[src/rtl/mem_arbiter.sv]
// ---------------------------------------------------------------------------
// mem_arbiter
//
// Shares one single-ported data memory between the instruction fetch unit
// (IFU, word reads only) and the load/store unit (LSU, byte/half/word reads
// and writes). Only one transaction is in flight at a time:
//
//   IDLE -> ACCESS (strobe) -> CAPTURE (register read data) -> RESP -> IDLE
//
// A request handshake in cycle T gives resp_valid in cycle T+3.
//
// Configuration macro:
//   ARB_ROUND_ROBIN_EN  defined   : on a simultaneous request, the requester
//                                   that did not win last time is granted
//                                   (the last-owner flag resets to IFU).
//                       undefined : fixed priority, the LSU always wins.
//
// Access-size encoding (overridable by predefining the macros):
//   `Mem_Bit = 2'b00, `Mem_Half = 2'b01, `Mem_UHalf = 2'b10, `Mem_Word = 2'b11
//
// Ports:
//   clk, rst_n                       clock, asynchronous active-low reset
//   ifu_req_valid/ready, ifu_addr    IFU request handshake
//   ifu_resp_valid/ready, ifu_rdata  IFU response handshake
//   lsu_req_valid/ready, lsu_addr,
//   lsu_wen, lsu_wdata, lsu_len      LSU request handshake
//   lsu_resp_valid/ready, lsu_rdata  LSU response (rdata = 0 for stores)
//   mem_read, mem_write, mem_addr,
//   mem_wdata, mem_len               memory strobes, driven only in ACCESS
//   mem_rdata                        memory data, valid the cycle after a read
// ---------------------------------------------------------------------------

`ifndef Mem_Bit
`define Mem_Bit 2'b00
`endif
`ifndef Mem_Half
`define Mem_Half 2'b01
`endif
`ifndef Mem_UHalf
`define Mem_UHalf 2'b10
`endif
`ifndef Mem_Word
`define Mem_Word 2'b11
`endif

module mem_arbiter #(
    parameter int ADDR_W = 32,
    parameter int DATA_W = 32
) (
    input  logic              clk,
    input  logic              rst_n,
    // IFU
    input  logic              ifu_req_valid,
    output logic              ifu_req_ready,
    input  logic [ADDR_W-1:0] ifu_addr,
    output logic              ifu_resp_valid,
    input  logic              ifu_resp_ready,
    output logic [DATA_W-1:0] ifu_rdata,
    // LSU
    input  logic              lsu_req_valid,
    output logic              lsu_req_ready,
    input  logic [ADDR_W-1:0] lsu_addr,
    input  logic              lsu_wen,
    input  logic [DATA_W-1:0] lsu_wdata,
    input  logic [1:0]        lsu_len,
    output logic              lsu_resp_valid,
    input  logic              lsu_resp_ready,
    output logic [DATA_W-1:0] lsu_rdata,
    // Memory
    output logic              mem_read,
    output logic              mem_write,
    output logic [ADDR_W-1:0] mem_addr,
    output logic [DATA_W-1:0] mem_wdata,
    output logic [1:0]        mem_len,
    input  logic [DATA_W-1:0] mem_rdata
);

    localparam logic [1:0] MEM_HALF  = `Mem_Half;
    localparam logic [1:0] MEM_UHALF = `Mem_UHalf;
    localparam logic [1:0] MEM_WORD  = `Mem_Word;

    typedef enum logic [1:0] {
        S_IDLE,
        S_ACCESS,
        S_CAPTURE,
        S_RESP
    } state_e;

    typedef enum logic {
        OWN_IFU = 1'b0,
        OWN_LSU = 1'b1
    } owner_e;

    state_e              state_q,     state_d;
    owner_e              owner_q,     owner_d;
    logic [ADDR_W-1:0]   addr_q,      addr_d;
    logic                wen_q,       wen_d;
    logic [DATA_W-1:0]   wdata_q,     wdata_d;
    logic [1:0]          len_q,       len_d;
    logic [DATA_W-1:0]   resp_data_q, resp_data_d;

    logic prefer_lsu;
    logic grant_lsu;
    logic grant_ifu;
    logic owner_resp_ready;

`ifdef ARB_ROUND_ROBIN_EN
    owner_e last_owner_q, last_owner_d;

    // A tie goes to whoever did not win the previous grant.
    assign prefer_lsu = (last_owner_q == OWN_IFU);
`else
    assign prefer_lsu = 1'b1;
`endif

    // Grant is combinational in IDLE. rst_n is folded in because IDLE is also
    // the reset state, and no requester may see ready while reset is held.
    assign grant_lsu = rst_n && (state_q == S_IDLE) && lsu_req_valid
                       && (!ifu_req_valid || prefer_lsu);
    assign grant_ifu = rst_n && (state_q == S_IDLE) && ifu_req_valid && !grant_lsu;

    assign owner_resp_ready = (owner_q == OWN_LSU) ? lsu_resp_ready : ifu_resp_ready;

    // -----------------------------------------------------------------------
    // Next-state logic
    // -----------------------------------------------------------------------
    always_comb begin
        // NOTE: every variable gets its hold value first so no path through
        // the case statement leaves it unassigned (which would infer a latch).
        state_d     = state_q;
        owner_d     = owner_q;
        addr_d      = addr_q;
        wen_d       = wen_q;
        wdata_d     = wdata_q;
        len_d       = len_q;
        resp_data_d = resp_data_q;
`ifdef ARB_ROUND_ROBIN_EN
        last_owner_d = last_owner_q;
`endif

        unique case (state_q)
            S_IDLE: begin
                if (grant_lsu) begin
                    owner_d = OWN_LSU;
                    addr_d  = lsu_addr;
                    wen_d   = lsu_wen;
                    wdata_d = lsu_wdata;
                    // The memory has no unsigned-half store; the extension
                    // distinction only matters for loads.
                    len_d   = (lsu_wen && lsu_len == MEM_UHALF) ? MEM_HALF : lsu_len;
                    state_d = S_ACCESS;
`ifdef ARB_ROUND_ROBIN_EN
                    last_owner_d = OWN_LSU;
`endif
                end else if (grant_ifu) begin
                    owner_d = OWN_IFU;
                    addr_d  = ifu_addr;
                    wen_d   = 1'b0;
                    wdata_d = '0;
                    len_d   = MEM_WORD;
                    state_d = S_ACCESS;
`ifdef ARB_ROUND_ROBIN_EN
                    last_owner_d = OWN_IFU;
`endif
                end
            end

            S_ACCESS: begin
                state_d = S_CAPTURE;
            end

            S_CAPTURE: begin
                // mem_rdata belongs to the strobe of the previous cycle.
                resp_data_d = wen_q ? '0 : mem_rdata;
                state_d     = S_RESP;
            end

            S_RESP: begin
                if (owner_resp_ready) begin
                    state_d = S_IDLE;
                end
            end

            default: begin
                state_d = S_IDLE;
            end
        endcase
    end

    // -----------------------------------------------------------------------
    // State registers
    // -----------------------------------------------------------------------
    always_ff @(posedge clk or negedge rst_n) begin
        if (!rst_n) begin
            state_q     <= S_IDLE;
            owner_q     <= OWN_IFU;
            // NOTE: the latched request and response registers are reset as
            // well; they are a handful of flops and keep every output
            // deterministic straight out of reset.
            addr_q      <= '0;
            wen_q       <= 1'b0;
            wdata_q     <= '0;
            len_q       <= '0;
            resp_data_q <= '0;
`ifdef ARB_ROUND_ROBIN_EN
            last_owner_q <= OWN_IFU;
`endif
        end else begin
            // NOTE: non-blocking assignments so every flop samples the values
            // from before this edge, independent of statement order.
            state_q     <= state_d;
            owner_q     <= owner_d;
            addr_q      <= addr_d;
            wen_q       <= wen_d;
            wdata_q     <= wdata_d;
            len_q       <= len_d;
            resp_data_q <= resp_data_d;
`ifdef ARB_ROUND_ROBIN_EN
            last_owner_q <= last_owner_d;
`endif
        end
    end

    // -----------------------------------------------------------------------
    // Outputs
    // -----------------------------------------------------------------------
    assign ifu_req_ready = grant_ifu;
    assign lsu_req_ready = grant_lsu;

    // Strobes, address and data exist only in ACCESS; zero elsewhere so reset
    // and idle cycles present a quiet bus.
    assign mem_read  = (state_q == S_ACCESS) && !wen_q;
    assign mem_write = (state_q == S_ACCESS) &&  wen_q;
    assign mem_addr  = (state_q == S_ACCESS) ? addr_q  : '0;
    assign mem_wdata = (state_q == S_ACCESS) ? wdata_q : '0;
    assign mem_len   = (state_q == S_ACCESS) ? len_q   : '0;

    assign ifu_resp_valid = (state_q == S_RESP) && (owner_q == OWN_IFU);
    assign lsu_resp_valid = (state_q == S_RESP) && (owner_q == OWN_LSU);
    assign ifu_rdata      = ifu_resp_valid ? resp_data_q : '0;
    assign lsu_rdata      = lsu_resp_valid ? resp_data_q : '0;

endmodule

[config.mk]
export PLATFORM = sky130hd
export DESIGN_NAME = mem_arbiter
export DESIGN_NICKNAME = d
export VERILOG_FILES = /design/src/rtl/mem_arbiter.sv
export SDC_FILE = /design/constraint.sdc
export NUM_CORES = 1
export LEC_CHECK = 0
export ABC_CLOCK_PERIOD_IN_PS = 2600
export CORE_MARGIN = 10
export CORE_UTILIZATION = 43
export DETAILED_ROUTE_END_ITERATION = 10
export PLACE_DENSITY = 0.93
export SLEW_MARGIN = 20
export SYNTH_ARGS = -nofsm -noshare
export SYNTH_HDL_FRONTEND = slang
export SYNTH_SLANG_ARGS = --single-unit
[constraint.sdc]
create_clock -name clk -period 2.6 [get_ports clk]
set_input_delay 0.52 -clock clk [delete_from_list [all_inputs] [get_ports clk]]
set_output_delay 0.52 -clock clk [all_outputs]
set_load 0.02 [all_outputs]
# After elaboration in Yosys (flattened, before gate mapping)
# Index checks and enable logic that the tools add are counted.
[totals]
regBits = 102
input_bits = 137
wordCells = 50
[classes]
n_eq_ne = 6
mux = 21
n_bitwise = 1
n_reduce_logical = 15
[op_table]
columns = ["operator", "n"]
rows = [
  ["32-bit 2-to-1 mux", 9],
  ["2-bit 2-to-1 mux", 7],
  ["1-bit logical AND", 9],
  ["2-bit case mux with 4 select lines", 1],
  ["2-bit == test, second input constant", 3],
  ["1-bit 2-to-1 mux", 4],
  ["2-bit AND reduction", 2],
  ["3-bit inequality test, second input constant", 1],
  ["2-bit by 1-bit == test with 1-bit output, second input constant", 1],
  ["1-bit logical NOT", 2],
  ["2-bit logical NOT", 1],
  ["2-bit inequality test, second input constant", 1],
  ["2-bit nonzero test", 1],
  ["1-bit NOT", 1],
]

# Depth between registers and ports, before layout
[depth]
ltp_word = 8
depth_mapped = 7
depth_no_buf = 5

# Worst setup path after synthesis
# No wires, ideal clock.
[synth_timing]
path_type = "register to output"
startpoint = "register state_q[1]"
endpoint = "output ifu_rdata[22]"
t_arrival_ns = 1.532
path_slack_ns = 0.548
stages_incl_launch_ff = 5
n_path_buf = 1
cell_sequence = "dfrtp_1 -> ha_1 -> nor2b_1 -> clkbuf_1 -> and2_1"
[synth_between]
elab_chain_len = 3
[synth_rtl]
columns = ["element", "line_no", "source"]
rows = [
  ["from (decl)", "94", "state_e state_q, state_d;"],
  ["from (signal assigned)", "211", "state_q <= state_d;"],
  ["2-bit == test", "238", "assign ifu_resp_valid = (state_q == S_RESP) && (owner_q == OWN_IFU);"],
  ["1-bit logical AND", "238", ""],
  ["via ifu_resp_valid", "56", "output logic ifu_resp_valid,"],
  ["32-bit 2-to-1 mux", "240", "assign ifu_rdata = ifu_resp_valid ? resp_data_q : '0;"],
  ["to (decl)", "58", "output logic [DATA_W-1:0] ifu_rdata,"],
]
# The timed path passes the listed nets, and every way through them passes these cells.

# Final worst setup path
[layout_timing]
startpoint = "register state_q[0]"
endpoint = "output lsu_rdata[31]"
[layout_between]
elab_chain_len = 3
[layout_rtl]
columns = ["element", "line_no", "source"]
rows = [
  ["2-bit == test", "239", "assign lsu_resp_valid = (state_q == S_RESP) && (owner_q == OWN_LSU);"],
  ["1-bit logical AND", "239", ""],
  ["32-bit 2-to-1 mux", "241", "assign lsu_rdata = lsu_resp_valid ? resp_data_q : '0;"],
  ["to (decl)", "68", "output logic [DATA_W-1:0] lsu_rdata,"],
]
# Every way passes these cells.

==> impl_metrics.py <==
metrics = {
    "floorplanning": {
        "floorplan.rows": 39,
        "die-width_um": 128,
        "die_y_um": 128,
        "io-pin-count": 273,
        "fp.coreArea_um2": 11500,
        "die_outline_area_um2": 16500,
        "initial_core_util_pct": 44.0,
    },
    "global_route": {
        "first_global_vias": 5087,
        "grt.overflow.total": 0,
        "globalRoute.busiestLayer": "met2",
        "antenna_violations_before_repair": 0,
        "grt_use_met1_pct": 22.8,
        "grt_pass1_wl_um": 27300,
        "grt_use_met2_pct": 36.2,
        "grt_util_all_layers_pct": 20.6,
        "grt_max_degree": 87,
        "met3_usage_pct": 6.82,
    },
    "cts": {
        "htree_num_levels": 3,
        "clock_latency_ns": 0.34,
        "clock_tree_from_tritoncts": "done",
        "cts.clk_slew.worst_paths_ns": 0.06,
        "cts_max_path_buffers": 2,
        "clock_tree.root_cell": "sky130_fd_sc_hd__clkbuf_16",
        "cts_made_buffers": 9,
        "cts.sink_count": 102,
    },
    "sta": {
        "finClkSkew_ns": 0.00498,
        "max_slew_vio_count": 0,
        "final.hold.worst_slack_ns": 0.310,
        "max_freq_ghz": 0.394,
        "hold_violations": 0,
        "maxSlewHeadroom_pct": 45.6,
        "setup-violations-final": 0,
        "layout_min_cycle_time_ns": 2.54,
        "post-route-period-util_pct": 97.6,
        "worst_tran_pin_value_ns": 0.817,
    },
    "critical_path": {
        "critical_path.startpoint_type": "flop",
        "critical_path_required_ns": 2.08,
        "critPathKind": "reg2out",
        "timing.critical_path.arrival_ns": 2.02,
        "category_of_the_worst_setup_path_capture_point": "primary output",
        "worst-path-max-fanout": 35,
    },
    "detailed_routing": {
        "drc_errors": 0,
        "routed-via-count": 4786,
        "route.detailed.wl_per_inst_um": 19.4,
        "detail_route.wirelength_um": 18100,
        "drtIter0Drc": 275,
        "via_per_inst": 5.12,
        "drt_pass1_iterations": 4,
        "antenna_violating_nets_post_route": 0,
    },
    "yosys": {
        "synth.ff_latch_count": 102,
        "synth_top_cells_by_count": "sky130_fd_sc_hd__dfrtp_1 (102), sky130_fd_sc_hd__and2_1 (100), sky130_fd_sc_hd__nand2_1 (66)",
        "synth-main-ff-cell": "sky130_fd_sc_hd__dfrtp_1",
        "synth-seq-area-share_pct": 50.6,
        "post-synth-top-area-cell": "sky130_fd_sc_hd__dfrtp_1",
        "synth_top_area_share_pct": 50.6,
        "synth.most_common_cell": "sky130_fd_sc_hd__dfrtp_1",
        "synth_area_leaders": "sky130_fd_sc_hd__dfrtp_1 (51%), sky130_fd_sc_hd__and2_1 (12%), sky130_fd_sc_hd__mux2i_1 (6.5%)",
        "syn-num-nets": 668,
        "synth_edf_count": 0,
        "synthesis.area_per_instance_um2": 9.58,
        "asyncSetResetFlopFracSynth_pct": 100,
        "synth.cell_area_um2": 5050,
        "synthCells": 527,
        "synth.lib_cells_used.distinct": 23,
        "number_of_warnings_printed_during_yosys_synthesis": 0,
    },
    "pwr": {
        "vdd_drop_max_mv": 0.561,
        "power.total_uw": 7650,
        "cell_leakage_power_uw": 0.00439,
        "power-per-cell-area_nw_per_um2": 931,
    },
    "placed_design": {
        "placedCellCount": 916,
        "detailed_place_hpwl_um": 14000,
        "place.gp.congestion": 0.869,
        "io_buffer_count": 272,
    },
    "finish": {
        "area_growth_pct": 62.7,
        "finalNonFillerCells": 934,
        "final_net_count": 928,
        "diodes": 0,
        "layout.core_utilization_pct": 71.6,
        "layout-drive-gt1-share_pct": 4.55,
    },
    "run": {
        "maxCapViolations": 0,
    },
    "outcome": {
        "status": "finished, final reports clean",
    },
    "hold_path": {
        "holdCritPathClass": "in2async",
    },
}
## per-stage QoR
step / cell area (um2) / setup slack, ns / setup TNS [ns]
2_1_floorplan: 5050 / 0.548 / 0
3_3_place_gp: 7930 / 0.101 / 0
3_5_place_dp: 7930 / 0.113 / 0
4_1_cts: 8160 / -0.0445 / -0.0445
5_1_grt: 8210 / -0.0153 / -0.0773
6_report: 8210 / 0.0625 / 0
## power breakdown
part	internal [uW]	switching, uW	total [uW]	leakage, uW
clock	697	547	1240	0.000133
sequential	2290	444	2730	0.00129
combinational	1670	2010	3670	0.00297
## cells in the final DEF (no fill, tap or decap), types with 2 or more instances in the layout
master,n
sky130_fd_sc_hd__clkdlybuf4s50_1,202
sky130_fd_sc_hd__dfrtp_1,102
sky130_fd_sc_hd__and2_1,100
sky130_fd_sc_hd__nand2_1,66
sky130_fd_sc_hd__o21ai_1,63
sky130_fd_sc_hd__dlygate4sd2_1,53
sky130_fd_sc_hd__inv_1,36
sky130_fd_sc_hd__a22o_1,34
sky130_fd_sc_hd__mux2i_1,33
sky130_fd_sc_hd__and3_1,32
sky130_fd_sc_hd__dlymetal6s2s_1,15
sky130_fd_sc_hd__buf_4,13
sky130_fd_sc_hd__clkbuf_16,9
sky130_fd_sc_hd__a21oi_1,4
sky130_fd_sc_hd__clkbuf_1,3
sky130_fd_sc_hd__buf_12,3
sky130_fd_sc_hd__nor2b_1,2
sky130_fd_sc_hd__ha_1,2
sky130_fd_sc_hd__clkbuf_8,2
sky130_fd_sc_hd__buf_6,2
## final cells by class
cell class                      instances  area, um2
Fill cell                             860       3260
Timing Repair Buffer                  289       2860
Sequential cell                       102       2550
Multi-Input combinational cell        348       2210
Clock buffer                           14        264
Tap cell                              143        179
Inverter                               37        139
Clock inverter                          1       5.00
## flip-flops by register name, indices dropped and copies added (netlist names)
| name | cells |
|---|---|
| addr_q | 32 |
| resp_data_q | 32 |
| wdata_q | 32 |
| len_q | 2 |
| state_q | 2 |
| owner_q | 1 |
| wen_q | 1 |
## worst paths after layout
check	startpoint	to	slack, ns	cells past startpoint
setup reg to reg	state_q[0]	addr_q[16]	0.68	6
min in group clk	addr_q[27]	addr_q[27]	0.48	2
hold reg to reg	addr_q[27]	addr_q[27]	0.48	2
max in group asynchronous	rst_n	wdata_q[21]	1.60	2
setup / recovery	state_q[0]	lsu_rdata[31]	0.06	4
hold / removal	rst_n	resp_data_q[20]	0.31	2
## critical path: stages, from the launching register on
cell                              delay (ns)
sky130_fd_sc_hd__dfrtp_1                0.43
sky130_fd_sc_hd__ha_1                   0.22
sky130_fd_sc_hd__buf_6                  0.22
sky130_fd_sc_hd__and3_1                 0.18
sky130_fd_sc_hd__clkdlybuf4s50_1        0.62
## per-layer routing
metal  share of wire [%]  wire length [um]
met1                  37              6720
met2                  51              9200
met3                 9.7              1760
met4                 2.5               451
met5                   0                 0
## timing repair
action / CTS / global route
buffers inserted: 0 / 2
cloned: 0 / 0
hold buffers: 1 / 0
endpoints found under the setup margin: 88 / 45
endpoints found under the hold margin: 3 / 0
resized for setup: 56 / 16
## kinds of logic after synthesis
logic type / count (synthesis) / share of synthesized area (%)
buf+inv: 77 / 6.15
simple gates: 205 / 22.2
fa+ha+maj: 4 / 0.991
flops: 102 / 50.6
compound gates: 105 / 13.4
mux: 34 / 6.77
Power figures use the tool's default switching activity.
==> variant, RTL diff (same flow settings) <==
Make the reset (`rst_n`) synchronous in one clocked block. Comments in the files are not updated.
--- a/src/rtl/mem_arbiter.sv
+++ b/src/rtl/mem_arbiter.sv
@@ -192,3 +192,3 @@
     // -----------------------------------------------------------------------
-    always_ff @(posedge clk or negedge rst_n) begin
+    always_ff @(posedge clk) begin
         if (!rst_n) begin
Formal check against the unedited RTL: differs if rst_n is asserted again (counterexample within 4 cycles, from zero or initial values and one cycle with rst_n low); with rst_n held inactive, the same outputs for 10 cycles.
==> variant against the original RTL <==
Via count increased by 6.5%. Worst setup slack improved by 17 ps. Power decreased by 24%. Design area is 1.7% higher. Die area is 0.82% lower. Synthesized area decreased by 0.97%. Wire length fell by 0.71%. Sequential cell count is the same. Global-route usage decreased by 0.47 points. Critical path depth grew 1. Largest power group unchanged.
==> variant: results (changes against the original RTL) <==
Run status:
- The run finished with clean final reports.

Pwr:
- The total power per unit cell area came to 698 mW/mm^2 (-25%).
- The net load switching power is 2.03 mW (-32%).
- The leakage power summed over all cells is 4.60 nW (+4.7%).
- The worst voltage drop across the vdd grid is 0.474 mV (-16%).

STA:
- The minimum clock period is 2520 ps (-17.0 ps).
- The final clock skew is 9.04 ps (+4.07 ps).
- The max-slew headroom at the worst pin is 53.5% (+7.9 points).

Placed design:
- The routability-driven placement congestion ratio came to 0.847 (-2.5%).

Setup path:
- In this run the worst setup path terminates at mem_addr[28].
- The worst flop-to-flop path startpoint is state_q[0]$_SDFFE_PN0P_.
- The minimum setup slack among reg-to-reg paths is 730 ps (+50 ps).

Global routing:
- The met3 global-route usage is 8.81% (+2.0 points).
- The met2 capacity usage during global routing is 35.2% (-0.99 points).
- The met1 routing resource usage after global routing came to 21.2% (-1.6 points).
- The global-route usage over all layers is 20.1% (-0.47 points).

Final layout:
- The relative area of non-clock buffer cells in the final design is 37.1% (+2.2 points).
- The number of multi-input logic gates was 451 (+30%).
- The register area was 0.00204 mm^2 (-20%).
- The post-layout utilization of the core is 73.1% (+1.5 points).
- The area of the multi-input gates came to 0.00267 mm^2 (+21%).

Yosys:
- The fraction of synthesis flops using an asynchronous set or reset pin is 0% (-100 points).
- The count of cell types in the netlist was 27 (+17%).
- The synthesized-area fraction occupied by adder cells is 1.00% (+0.0097 points).
- The share of the yosys chip area belonging to registers is 40.8% (-9.7 points).
- The net count after synthesis is 754 (+13%).

Min path:
- The path category of the worst min-delay check is reg -> reg.

Route:
- The met1 routed wirelength after detailed routing is 6830 um (+1.5%).
==> variant: cell count changes in the layout (fill, tap and decap cells not counted), moves of 24 or more <==
cell,unedited run,this run
sky130_fd_sc_hd__inv_1,36,2
sky130_fd_sc_hd__mux2i_1,33,2
sky130_fd_sc_hd__o21ai_1,63,9
sky130_fd_sc_hd__o21ai_0,0,24
sky130_fd_sc_hd__a31oi_1,0,32
sky130_fd_sc_hd__a22oi_1,1,34
sky130_fd_sc_hd__dlymetal6s2s_1,15,74
sky130_fd_sc_hd__dlygate4sd2_1,53,3
sky130_fd_sc_hd__dfrtp_1,102,0
sky130_fd_sc_hd__dfxtp_1,0,102
sky130_fd_sc_hd__a21oi_1,4,34
sky130_fd_sc_hd__nor2b_1,2,98
sky130_fd_sc_hd__a22o_1,34,0
==> variant: what timing repair did <==
item                       4_1_cts  5_1_grt
cloned                           0        2
setup endpoints to repair       32      123
resized for setup                4       79
